File: config.mk
export PLATFORM = sky130hd
export DESIGN_NAME = prio_encode_arb
export DESIGN_NICKNAME = d
export VERILOG_FILES = /design/src/rtl/prio_pkg.sv /design/src/rtl/prio_pick.sv /design/src/rtl/prio_encode_arb.sv
export SDC_FILE = /design/constraint.sdc
export NUM_CORES = 1
export LEC_CHECK = 0
export BUFFER_PORTS_ARGS = -buffer_cell sky130_fd_sc_hd__buf_2
export CAP_MARGIN = 25
export CELL_PAD_IN_SITES_DETAIL_PLACEMENT = 0
export CELL_PAD_IN_SITES_GLOBAL_PLACEMENT = 2
export CORE_AREA = 5 5 69 65
export DETAILED_ROUTE_END_ITERATION = 8
export DIE_AREA = 0 0 74 70
export PLACE_DENSITY_LB_ADDON = 0.1
export RECOVER_POWER = 100
export SETUP_SLACK_MARGIN = 0.4
export SLEW_MARGIN = 40
export SYNTH_ARGS = -nofsm -noshare
export SYNTH_HDL_FRONTEND = slang
export SYNTH_SLANG_ARGS = --single-unit
File: constraint.sdc
create_clock -name clk -period 2.14 [get_ports clk]
set_input_delay 0.321 -clock clk [delete_from_list [all_inputs] [get_ports clk]]
set_output_delay 0.321 -clock clk [all_outputs]
set_load 0.01 [all_outputs]
File: src/rtl/prio_pkg.sv
// Shared constants and helpers for the priority encoder / arbiter slice.
package prio_pkg;

    // Selection policies for the arbiter.
    localparam int PRIO_FIXED = 0;
    localparam int PRIO_RR    = 1;

    // Number of bits needed to hold the values 0..value-1 (value >= 2).
    function automatic int clog2(input int value);
        int result;
        int rem;
        result = 0;
        rem    = value - 1;
        while (rem > 0) begin
            result = result + 1;
            rem    = rem >>> 1;
        end
        return result;
    endfunction

endpackage

File: src/rtl/prio_pick.sv
// Combinational picker: rotates the eligible vector by the search base using a
// doubled copy, then finds the highest set bit. Fixed mode uses base 0, so the
// highest index wins; round-robin uses rr_ptr, so rr_ptr-1 ranks highest and
// rr_ptr itself ranks lowest.
module prio_pick
    import prio_pkg::*;
#(
    parameter  int N       = 8,
    parameter  int RR_MODE = PRIO_FIXED,
    localparam int W       = clog2(N)
) (
    input  logic [N-1:0] elig,
    input  logic [W-1:0] rr_ptr,
    output logic         any,
    output logic [W-1:0] idx
);

    localparam logic [W:0] N_L = (W+1)'(N);

    logic [2*N-1:0] dbl_s;
    logic [N-1:0]   rot_s;
    logic [W-1:0]   base_s;
    logic [W-1:0]   off_s;
    logic [W:0]     sum_s;

    assign base_s = (RR_MODE == PRIO_RR) ? rr_ptr : {W{1'b0}};
    assign dbl_s  = {elig, elig};
    assign rot_s  = dbl_s[base_s +: N];
    assign any    = |elig;

    // Find the highest set position of the rotated vector; later hits override.
    always_comb begin
        off_s = {W{1'b0}};
        for (int k = 0; k < N; k++) begin
            off_s = rot_s[k] ? W'(k) : off_s;
        end
    end

    // Undo the rotation modulo N so codes >= N never appear.
    assign sum_s = {1'b0, base_s} + {1'b0, off_s};
    assign idx   = (sum_s >= N_L) ? W'(sum_s - N_L) : sum_s[W-1:0];

endmodule

File: src/rtl/prio_encode_arb.sv
// Clocked priority encoder / arbiter: captures request assert edges into a
// pending register, grants one eligible line at a time on a valid/ready code
// output and keeps registered GS/EO cascade flags.
module prio_encode_arb
    import prio_pkg::*;
#(
    parameter  int N          = 8,
    parameter  int ACTIVE_LOW = 1,
    parameter  int RR_MODE    = PRIO_FIXED,
    localparam int W          = clog2(N)
) (
    input  logic         clk,
    input  logic         rst_n,
    input  logic         ei_n,
    input  logic [N-1:0] req,
    input  logic [N-1:0] mask,
    input  logic         code_ready,
    output logic         code_valid,
    output logic [W-1:0] code,
    output logic         gs_n,
    output logic         eo_n,
    output logic [N-1:0] pending
);

    logic [N-1:0] act_s;
    logic [N-1:0] set_s;
    logic [N-1:0] clr_s;
    logic [N-1:0] elig_next_s;
    logic         accept_s;
    logic         slot_free_s;
    logic         pick_any_s;
    logic [W-1:0] pick_idx_s;

    logic [N-1:0] req_q_r;
    logic [N-1:0] pending_r;
    logic         armed_r;
    logic         code_valid_r;
    logic [W-1:0] code_r;
    logic         gs_n_r;
    logic         eo_n_r;
    logic [W-1:0] rr_ptr_r;

    assign act_s       = (ACTIVE_LOW != 0) ? ~req : req;
    assign accept_s    = code_valid_r & code_ready;
    assign slot_free_s = ~code_valid_r | code_ready;

    // armed_r suppresses capture on the first edge after reset, when req_q is
    // still at its inactive reset value and a held request would look like an edge.
    assign set_s = armed_r ? (act_s & ~req_q_r) : {N{1'b0}};
    assign clr_s = accept_s ? ({{(N-1){1'b0}}, 1'b1} << code_r) : {N{1'b0}};

    // Excluding the bit being accepted keeps a back-to-back grant from repeating it.
    assign elig_next_s = pending_r & ~mask & ~clr_s;

    prio_pick #(
        .N       (N),
        .RR_MODE (RR_MODE)
    ) u_pick (
        .elig   (elig_next_s),
        .rr_ptr (rr_ptr_r),
        .any    (pick_any_s),
        .idx    (pick_idx_s)
    );

    // Edge capture and pending bookkeeping; a same-cycle set beats the clear.
    always_ff @(posedge clk or negedge rst_n) begin
        if (!rst_n) begin
            armed_r   <= 1'b0;
            req_q_r   <= {N{1'b0}};
            pending_r <= {N{1'b0}};
        end else begin
            armed_r   <= 1'b1;
            req_q_r   <= act_s;
            pending_r <= (pending_r & ~clr_s) | set_s;
        end
    end

    // Output slot, round-robin pointer and cascade flags.
    always_ff @(posedge clk or negedge rst_n) begin
        if (!rst_n) begin
            code_valid_r <= 1'b0;
            code_r       <= {W{1'b0}};
            gs_n_r       <= 1'b1;
            eo_n_r       <= 1'b1;
            rr_ptr_r     <= W'(N - 1);
        end else begin
            if (accept_s) begin
                rr_ptr_r <= code_r;
            end
            if (slot_free_s && !ei_n && pick_any_s) begin
                code_valid_r <= 1'b1;
                code_r       <= pick_idx_s;
            end else if (accept_s) begin
                code_valid_r <= 1'b0;
            end
            gs_n_r <= ~(~ei_n & pick_any_s);
            eo_n_r <= ~(~ei_n & ~pick_any_s);
        end
    end

    assign code_valid = code_valid_r;
    assign code       = code_r;
    assign gs_n       = gs_n_r;
    assign eo_n       = eo_n_r;
    assign pending    = pending_r;

endmodule
==> flow_metrics.tcl, run 1 <==
set metrics [dict create \
    outcome "completed" \
    pwr-share-seq 0.426 \
    fin_setup_tns_ns 0 \
    path_clk_slew_ns 0.08 \
    yosysWarnings 0 \
    min_path_type "input pin to register" \
    vias_per_cell 4.32 \
    crit_path_top_delay_cell "dfrtp_1" \
    setup_viol 0 \
    fin_crit_ns 1.90 \
    cp_slowest_stage_delay_ns 0.50 \
    drive_gt1_frac 0.278 \
    grt_pass1_vias 857 \
    p_switching_uw 611 \
    drt_iter0_drc 65 \
    cp_cell_sequence "clkbuf_1 > nand2b_4 > o21ai_2 > nand4_4 > o31ai_4 > mux2_1" \
    finalNetCount 165 \
    setup_slack_ns 0.238 \
    fin_worst_skew_ns 0.00146 \
    p_sw_frac 0.392 \
    fin_crit_sh 0.889 \
    final_common_cell "clkbuf_1" \
    worst-path-max-fanout 7 \
    combPwrFrac 0.400 \
    initial_utilization 0.279 \
    ys.flop_type "dfrtp_1" \
    clock_power_share 0.174 \
    antenna_found_initial 0 \
    port_buffers 33 \
    crit_required_ns 2.29 \
    grt_pass1_wl_um 4020 \
    synth_seq_cells 23 \
    finalHoldViolCount 0 \
    ioPinCount 34 \
    p_total_mw 1.56 \
    drc 0 \
    drtPass1Iterations 4 \
    finalNonFillerCells 190 \
    cts_max_path_buffers 2 \
    postSynthCellCount 100 \
    dp_cells 178 \
    maxCapViolCount 0 \
    yosysSeqAreaShare 0.567 \
    routed_wl_um 2430 \
    final_antenna_net_count 0 \
    synth_edf_count 0 \
    final_cell_mix "clkbuf_1 (22), nand2_1 (19), dfrtp_1 (19)" \
    vias 820 \
    wl_met1_um 1060 \
    placementRows 21 \
    wl_met3_um 170 \
    max_freq_mhz 526 \
    gp_congestion 0.693 \
    rsz0062_at_grt "true" \
    synth.avg_cell_area_um2 10.2 \
    peakVddDrop_uv 343 \
    ys_types 29 \
    clock_sinks 23 \
    pre_cts_slack_ns 0.184 \
    cts_tree "built" \
    core_um2 3650 \
    cts_buffers 3 \
    met2_length_um 1180 \
    die_height_um 70 \
    grt_max_degree 24 \
    internal-power_uw 947 \
    cts_max_level 1 \
    grt-ovfl-total 0 \
    critPathKind "register to register" \
    worstPathArrival_ns 2.05 \
    synth_area_um2 1020 \
    fp.dieArea_um2 5180 \
    p_per_area_nw_per_um2 1130 \
    cts_hold_buf 0 \
    cp-start-kind "register" \
    die_w_um 74 \
    dp_hpwl_um 1830 \
    maxSlewViolCount 0 \
    async_flop_share 1.00 \
    highest_layer "met4" \
    root_buffer "clkbuf_8" \
    setup.worst_path.end_class "register" \
    tightest_slew_ns 1.29 \
    relSlewSlack 0.137 \
    antenna_cells 0 \
    synth_fp_nets 120 \
    clock_latency_ns 0.26 \
    r2r_setup_slack_ns 0.24 \
    track_usage 0.101 \
    routedWlPerCell_um 12.8 \
    syn2layout_area_growth_pct 35.3 \
    leakagePower_nw 0.607 \
]
sequential cells by signal (all words and copies together), names as in the netlist:
| signal | count |
|---|---|
| armed_r | 1 |
| code | 3 |
| pending | 8 |
| eo_n | 1 |
| req_q_r | 8 |
| code_valid | 1 |
| gs_n | 1 |
area by class of cell:
class | count | area (µm²)
fillers | 393 | 2270
flip-flops and latches | 23 | 581
multi-input cells | 64 | 458
repair buffers | 41 | 193
well taps | 46 | 57.6
inverters | 12 | 45.0
clock buffers | 3 | 41.3
clock inverters | 1 | 5.00
synth_stat cells, drive strengths merged (2+ instances only):
master | n | area, µm²
nor2b | 3 | 18.8
mux2 | 2 | 22.5
o31ai | 3 | 36.3
dfstp | 2 | 52.6
o21ai | 9 | 48.8
dfrtp | 21 | 526
inv | 12 | 45.0
nor2 | 9 | 33.8
nand2b | 3 | 18.8
nand2 | 19 | 71.3
o22ai | 2 | 12.5
worst paths after layout:
check,from,end,cells after the start
setup / recovery,code[1],code[0],6
hold / removal,req[0],req_q_r[0],2
setup reg to reg,code[1],code[0],6
hold reg to reg,req_q_r[5],pending[5],3
max in group asynchronous,rst_n,code[2],1
min in group asynchronous,rst_n,req_q_r[5],1
power by group through the flow:
stage,Clock [mW],Sequential (mW),Combinational (mW)
finish,0.270,0.664,0.623
global route,0.308,0.686,0.698
CTS,0.291,0.681,0.595
detailed placement,0,0.686,0.532
global placement,0,0.682,0.533
floorplan,0,0.706,0.293
timing repair:
action	CTS	global route
endpoints found under the hold margin	0	0
endpoints found under the setup margin	5	6
pin swaps	5	2
gates resized for setup	3	2
buffers inserted	4	4
worst max-delay path, delay by kind of cell (launching register included):
family / cells / cell delay, ns
simple gates: 2 / 0.24
buf+inv: 1 / 0.18
compound gates: 2 / 0.54
flops: 1 / 0.50
mux: 1 / 0.34
metrics by stage:
| stage | utilization | hold WS (ns) | area, µm² |
|---|---|---|---|
| 3_5_place_dp | 0.350 | 0.344 | 1280 |
| 4_1_cts | 0.374 | 0.0430 | 1370 |
| 3_3_place_gp | 0.350 | 0.335 | 1280 |
| 6_report | 0.378 | 0.200 | 1380 |
| 5_1_grt | 0.378 | 0.194 | 1380 |
| 2_1_floorplan | - | 0.0254 | 1060 |
metal layers:
metal	track usage	vias up
met5	0	-
met4	0.0181	0
met3	0.0330	2
met2	0.169	22
met1	0.125	372
li1	-	424
kinds of logic after synthesis:
| group | share of synthesized area |
|---|---|
| other | 0.00368 |
| muxes | 0.0319 |
| and+or+nand+nor | 0.180 |
| buffers and inverters | 0.0478 |
| DFF | 0.567 |
| AOI/OAI and AO/OA | 0.169 |
(Power assumes the default switching activity.)
==> run 2: changes to the inputs <==
--- a/config.mk
+++ b/config.mk
@@ -6,12 +6,13 @@
 export NUM_CORES = 1
 export LEC_CHECK = 0
 export BUFFER_PORTS_ARGS = -buffer_cell sky130_fd_sc_hd__buf_2
-export CAP_MARGIN = 25
+export CAP_MARGIN = 20
 export CELL_PAD_IN_SITES_DETAIL_PLACEMENT = 0
 export CELL_PAD_IN_SITES_GLOBAL_PLACEMENT = 2
 export CORE_AREA = 5 5 69 65
 export DETAILED_ROUTE_END_ITERATION = 8
 export DIE_AREA = 0 0 74 70
+export MAX_ROUTING_LAYER = met4
 export PLACE_DENSITY_LB_ADDON = 0.1
 export RECOVER_POWER = 100
 export SETUP_SLACK_MARGIN = 0.4
==> run 2 against run 1 <==
Power about the same; final area did not move; wire length unchanged; sequential share of layout area did not move; critical path depth is the same; clock power is essentially flat; via count did not move; combinational power about the same; register-to-register slack barely moved; final cell count is the same; first-iteration DRC count decreased by 4.6%; largest power group unchanged; critical path type unchanged.
==> flow_metrics.tcl, run 2 (same netlist as run 1, synthesis figures left out) <==
set metrics [dict create \
    grt_pass1_wl_um 4020 \
    crit_required_ns 2.29 \
    die_w_um 74 \
    maxSlewViolCount 0 \
    p_total_mw 1.56 \
    tightest_slew_ns 1.29 \
    cts_buffers 3 \
    min_path_type "input pin to register" \
    relSlewSlack 0.137 \
    vias 820 \
    cp_slowest_stage_delay_ns 0.50 \
    peakVddDrop_uv 343 \
    p_per_area_nw_per_um2 1130 \
    track_usage 0.103 \
    root_buffer "clkbuf_8" \
    fin_worst_skew_ns 0.00146 \
    final_area_um2 1380 \
    placementRows 21 \
    outcome "completed" \
    placed_cell_area_um2 1280 \
    cts_max_level 1 \
    worst-path-max-fanout 7 \
    grt-ovfl-total 0 \
    crit_path_top_delay_cell "dfrtp_1" \
    r2r_setup_slack_ns 0.24 \
    die_height_um 70 \
    cpLargestDelayFamily "compound AO/OA/AOI/OAI gates" \
    max_freq_mhz 526 \
    grt_pass1_vias 857 \
    antenna_found_initial 0 \
    cts_tree "built" \
    maxCapViolCount 0 \
    port_buffers 33 \
    fin_setup_tns_ns 0 \
    clock_sinks 23 \
    syn2layout_area_growth_pct 35.3 \
    drtPass1Iterations 4 \
    drc 0 \
    clock_latency_ns 0.26 \
    final_core_utilization 0.378 \
    setup.worst_path.end_class "register" \
    finalNetCount 165 \
    dp_hpwl_um 1830 \
    cp_cell_sequence "clkbuf_1 > nand2b_4 > o21ai_2 > nand4_4 > o31ai_4 > mux2_1" \
    initial_utilization 0.279 \
    ioPinCount 34 \
    core_um2 3650 \
    vias_per_cell 4.32 \
    setup_viol 0 \
    antenna_cells 0 \
    drive_gt1_frac 0.278 \
    finalHoldViolCount 0 \
    grt_max_degree 24 \
    path_clk_slew_ns 0.08 \
    fin_crit_sh 0.889 \
    drt_iter0_drc 62 \
    worstPathArrival_ns 2.05 \
    cp-start-kind "register" \
    fillCellCount 393 \
    final_antenna_net_count 0 \
    leakagePower_nw 0.607 \
    critPathKind "register to register" \
    routedWlPerCell_um 12.8 \
    final_common_cell "clkbuf_1" \
    cts_max_path_buffers 2 \
    routed_wl_um 2430 \
    gp_congestion 0.700 \
    rsz0062_at_grt "true" \
    fin_crit_ns 1.90 \
    worst-path-buf-inv 1 \
    fp.dieArea_um2 5180 \
    final_cell_mix "clkbuf_1 (22), nand2_1 (19), dfrtp_1 (19)" \
    hold_ws_ns 0.200 \
]
==> run 2: cell counts in the layout (fill, tap and decap cells not counted) <==
Identical to the previous run, type by type.
==> run 2: per-layer routing <==
layer  routed length (µm)  vias up  track usage
met1                 1060      372        0.125
met3                  170        2       0.0330
li1                     -      424            -
met4                   14        0       0.0181
met2                 1180       22        0.169
met5                    0        -            -
==> run 2: power by group <==
group          internal, mW  switching, mW  total [mW]
clock                 0.130          0.140       0.270
combinational         0.272          0.351       0.623
sequential            0.544          0.120       0.664
==> run 2: worst register-to-register path, delay by kind of cell, from the launching register on <==
kind,cells,cell delay [ns]
AOI/OAI and AO/OA,2,0.54
muxes,1,0.34
buffers and inverters,1,0.18
DFF,1,0.50
and+or+nand+nor,2,0.24
==> run 2: repair_timing <==
action / CTS / global route
pin swaps: 5 / 2
hold buffers: 0 / 0
endpoints found under the setup margin: 5 / 6
gates resized for setup: 3 / 2
buffers inserted: 4 / 4
==> run 2: worst paths after layout <==
check | depth (start not counted) | start | end
min reg2reg | 3 | req_q_r[5] | pending[5]
max | 6 | code[1] | code[0]
min in group asynchronous | 1 | rst_n | req_q_r[5]
max in group asynchronous | 1 | rst_n | code[2]
min | 2 | req[0] | req_q_r[0]
max reg2reg | 6 | code[1] | code[0]
==> run 2: metrics by stage <==
stage	std cells	setup slack (ns)
3_3_place_gp	178	0.203
5_1_grt	190	0.108
2_1_floorplan	100	0.356
3_5_place_dp	178	0.184
6_report	190	0.238
4_1_cts	186	0.220
==> run 2: layout make-up <==
class                           count  area (µm²)  share of cell area
Tap cell                           46        57.6              0.0417
Inverter                           12        45.0              0.0326
Sequential cell                    23         581               0.421
Clock inverter                      1        5.00             0.00363
Timing Repair Buffer               41         193               0.140
Clock buffer                        3        41.3              0.0299
Multi-Input combinational cell     64         458               0.332
==> run 3: changes to the inputs <==
--- a/config.mk
+++ b/config.mk
@@ -9,9 +9,9 @@
 export CAP_MARGIN = 20
 export CELL_PAD_IN_SITES_DETAIL_PLACEMENT = 0
 export CELL_PAD_IN_SITES_GLOBAL_PLACEMENT = 2
-export CORE_AREA = 5 5 69 65
+export CORE_AREA = 5 5 67 63
 export DETAILED_ROUTE_END_ITERATION = 8
-export DIE_AREA = 0 0 74 70
+export DIE_AREA = 0 0 72 68
 export MAX_ROUTING_LAYER = met4
 export PLACE_DENSITY_LB_ADDON = 0.1
 export RECOVER_POWER = 100
==> constraint.sdc (replaced) <==
create_clock -name clk -period 2.3 [get_ports clk]
set_input_delay 0.345 -clock clk [delete_from_list [all_inputs] [get_ports clk]]
set_output_delay 0.345 -clock clk [all_outputs]
set_load 0.01 [all_outputs]
==> run 3 against run 2 <==
Power shrank 12%; largest power group unchanged; final area shrank 3.2%; die area shrank 5.5%; register-to-register slack gained 0.08 ns; combinational power shrank 19%; flip-flop and latch count is the same; sequential power shrank 8.6%.
==> flow_metrics.tcl, run 3 (same netlist as run 1, synthesis figures left out) <==
set metrics [dict create \
    critPathKind "register to register" \
    dp_hpwl_um 1760 \
    final_cell_mix "dfrtp_1 (21), nand2_1 (19), buf_2 (19)" \
    grt_pass1_vias 795 \
    tightest_slew_ns 1.24 \
    cts_max_level 1 \
    fin_setup_tns_ns 0 \
    p_per_area_nw_per_um2 1030 \
    routed_wl_um 2390 \
    cpLargestDelayFamily "compound AO/OA/AOI/OAI gates" \
    fin_worst_skew_ns 0.00534 \
    final_antenna_net_count 0 \
    finalHoldViolCount 0 \
    setup.worst_path.end_class "register" \
    clock_sinks 23 \
    cts_tree "built" \
    r2r_setup_slack_ns 0.32 \
    min_path_type "input pin to register" \
    fin_crit_ns 1.98 \
    cp_cell_sequence "nand3b_1 > o31ai_1 > o22ai_2 > o31ai_4 > mux2_1" \
    max_freq_mhz 506 \
    track_usage 0.106 \
    p_total_mw 1.37 \
    maxCapViolCount 0 \
    grt-ovfl-total 0 \
    r2r_start "code_valid" \
    finalNetCount 163 \
    syn2layout_area_growth_pct 31.0 \
    core_um2 3520 \
    initial_utilization 0.290 \
    critPathLaunch "code_valid" \
    worstPathArrival_ns 2.13 \
    routedWlPerCell_um 12.7 \
    crit_path_end "code[2]" \
    drt_iter0_drc 15 \
    crit_required_ns 2.45 \
    antenna_found_initial 0 \
    setup_viol 0 \
    vias_per_cell 4.31 \
    drive_gt1_frac 0.275 \
    rsz0062_at_grt "true" \
    final_common_cell "dfrtp_1" \
    root_buffer "clkbuf_8" \
    maxSlewViolCount 0 \
    worst-path-buf-inv 0 \
    peakVddDrop_uv 301 \
    vias 811 \
    die_height_um 68 \
    path_clk_slew_ns 0.09 \
    final_core_utilization 0.380 \
    worst-path-max-fanout 5 \
    cts_buffers 3 \
    grt_max_degree 24 \
    cp-start-kind "register" \
    fp.dieArea_um2 4900 \
    relSlewSlack 0.171 \
    crit_path_top_delay_cell "dfrtp_1" \
    die_w_um 72 \
    clock_latency_ns 0.27 \
    antenna_cells 0 \
    outcome "completed" \
    placementRows 21 \
    fin_crit_sh 0.860 \
    r2r-end "code[2]" \
    gp_congestion 0.795 \
    crit_cells 5 \
    drtPass1Iterations 4 \
    cp_slowest_stage_delay_ns 0.45 \
    drc 0 \
    port_buffers 33 \
    ioPinCount 34 \
    leakagePower_nw 0.606 \
    grt_pass1_wl_um 3730 \
    cts_max_path_buffers 2 \
    r2r_cells 5 \
]
run 3: final cells by class:
class                   instances  area, µm²
clock inverters                 1       5.00
inverters                      12       45.0
repair buffers                 39        189
multi-input cells              64        420
fillers                       379       2180
flip-flops and latches         23        578
clock buffers                   3       41.3
well taps                      46       57.6
run 3: per-stage QoR:
stage                     hold WS, ns  worst slack [ns]  instance area [µm²]  std cells
after global routing            0.216             0.170                 1340        188
after floorplan                0.0494             0.460                 1020        100
final                           0.223             0.322                 1340        188
after global placement          0.356             0.304                 1240        178
after CTS                      0.0683             0.398                 1350        186
after detailed placement        0.361             0.278                 1240        178
run 3: per-layer routing:
metal,share of wire,GRT usage,routed length (µm)
met1,0.45,0.130,1080
met2,0.48,0.171,1160
met3,0.054,0.0191,128
met4,0.0088,0.0493,21
met5,0,-,0
run 3: worst register-to-register path, delay by kind of cell (launching register included):
family | cells | cell delay [ns]
AO/OA/AOI/OAI | 3 | 0.82
flip-flops | 1 | 0.45
multiplexers | 1 | 0.36
AND/OR/NAND/NOR | 1 | 0.23
run 3: worst min-delay path by stage:
stage | from | to | slack [ns] | cells after the start
floorplan | rst_n | armed_r | 0.05 | 0
global placement | rst_n | req_q_r[5] | 0.36 | 1
detailed placement | rst_n | pending[5] | 0.36 | 1
CTS | rst_n | req_q_r[5] | 0.07 | 1
global route | req[2] | req_q_r[2] | 0.22 | 2
finish | req[1] | req_q_r[1] | 0.22 | 2
run 3: timing repair:
| item | CTS | global route |
|---|---|---|
| resized for setup | 9 | 1 |
| hold buffers | 0 | 0 |
| pin swaps | 5 | 2 |
| buffers inserted | 4 | 2 |
| cloned | 0 | 0 |
| endpoints found under the setup margin | 2 | 4 |
run 3: report_power, final:
part	total, mW	internal (mW)	switching (mW)
registers	0.607	0.502	0.105
clock network	0.258	0.121	0.137
logic	0.507	0.213	0.294
total	1.37	0.836	0.536
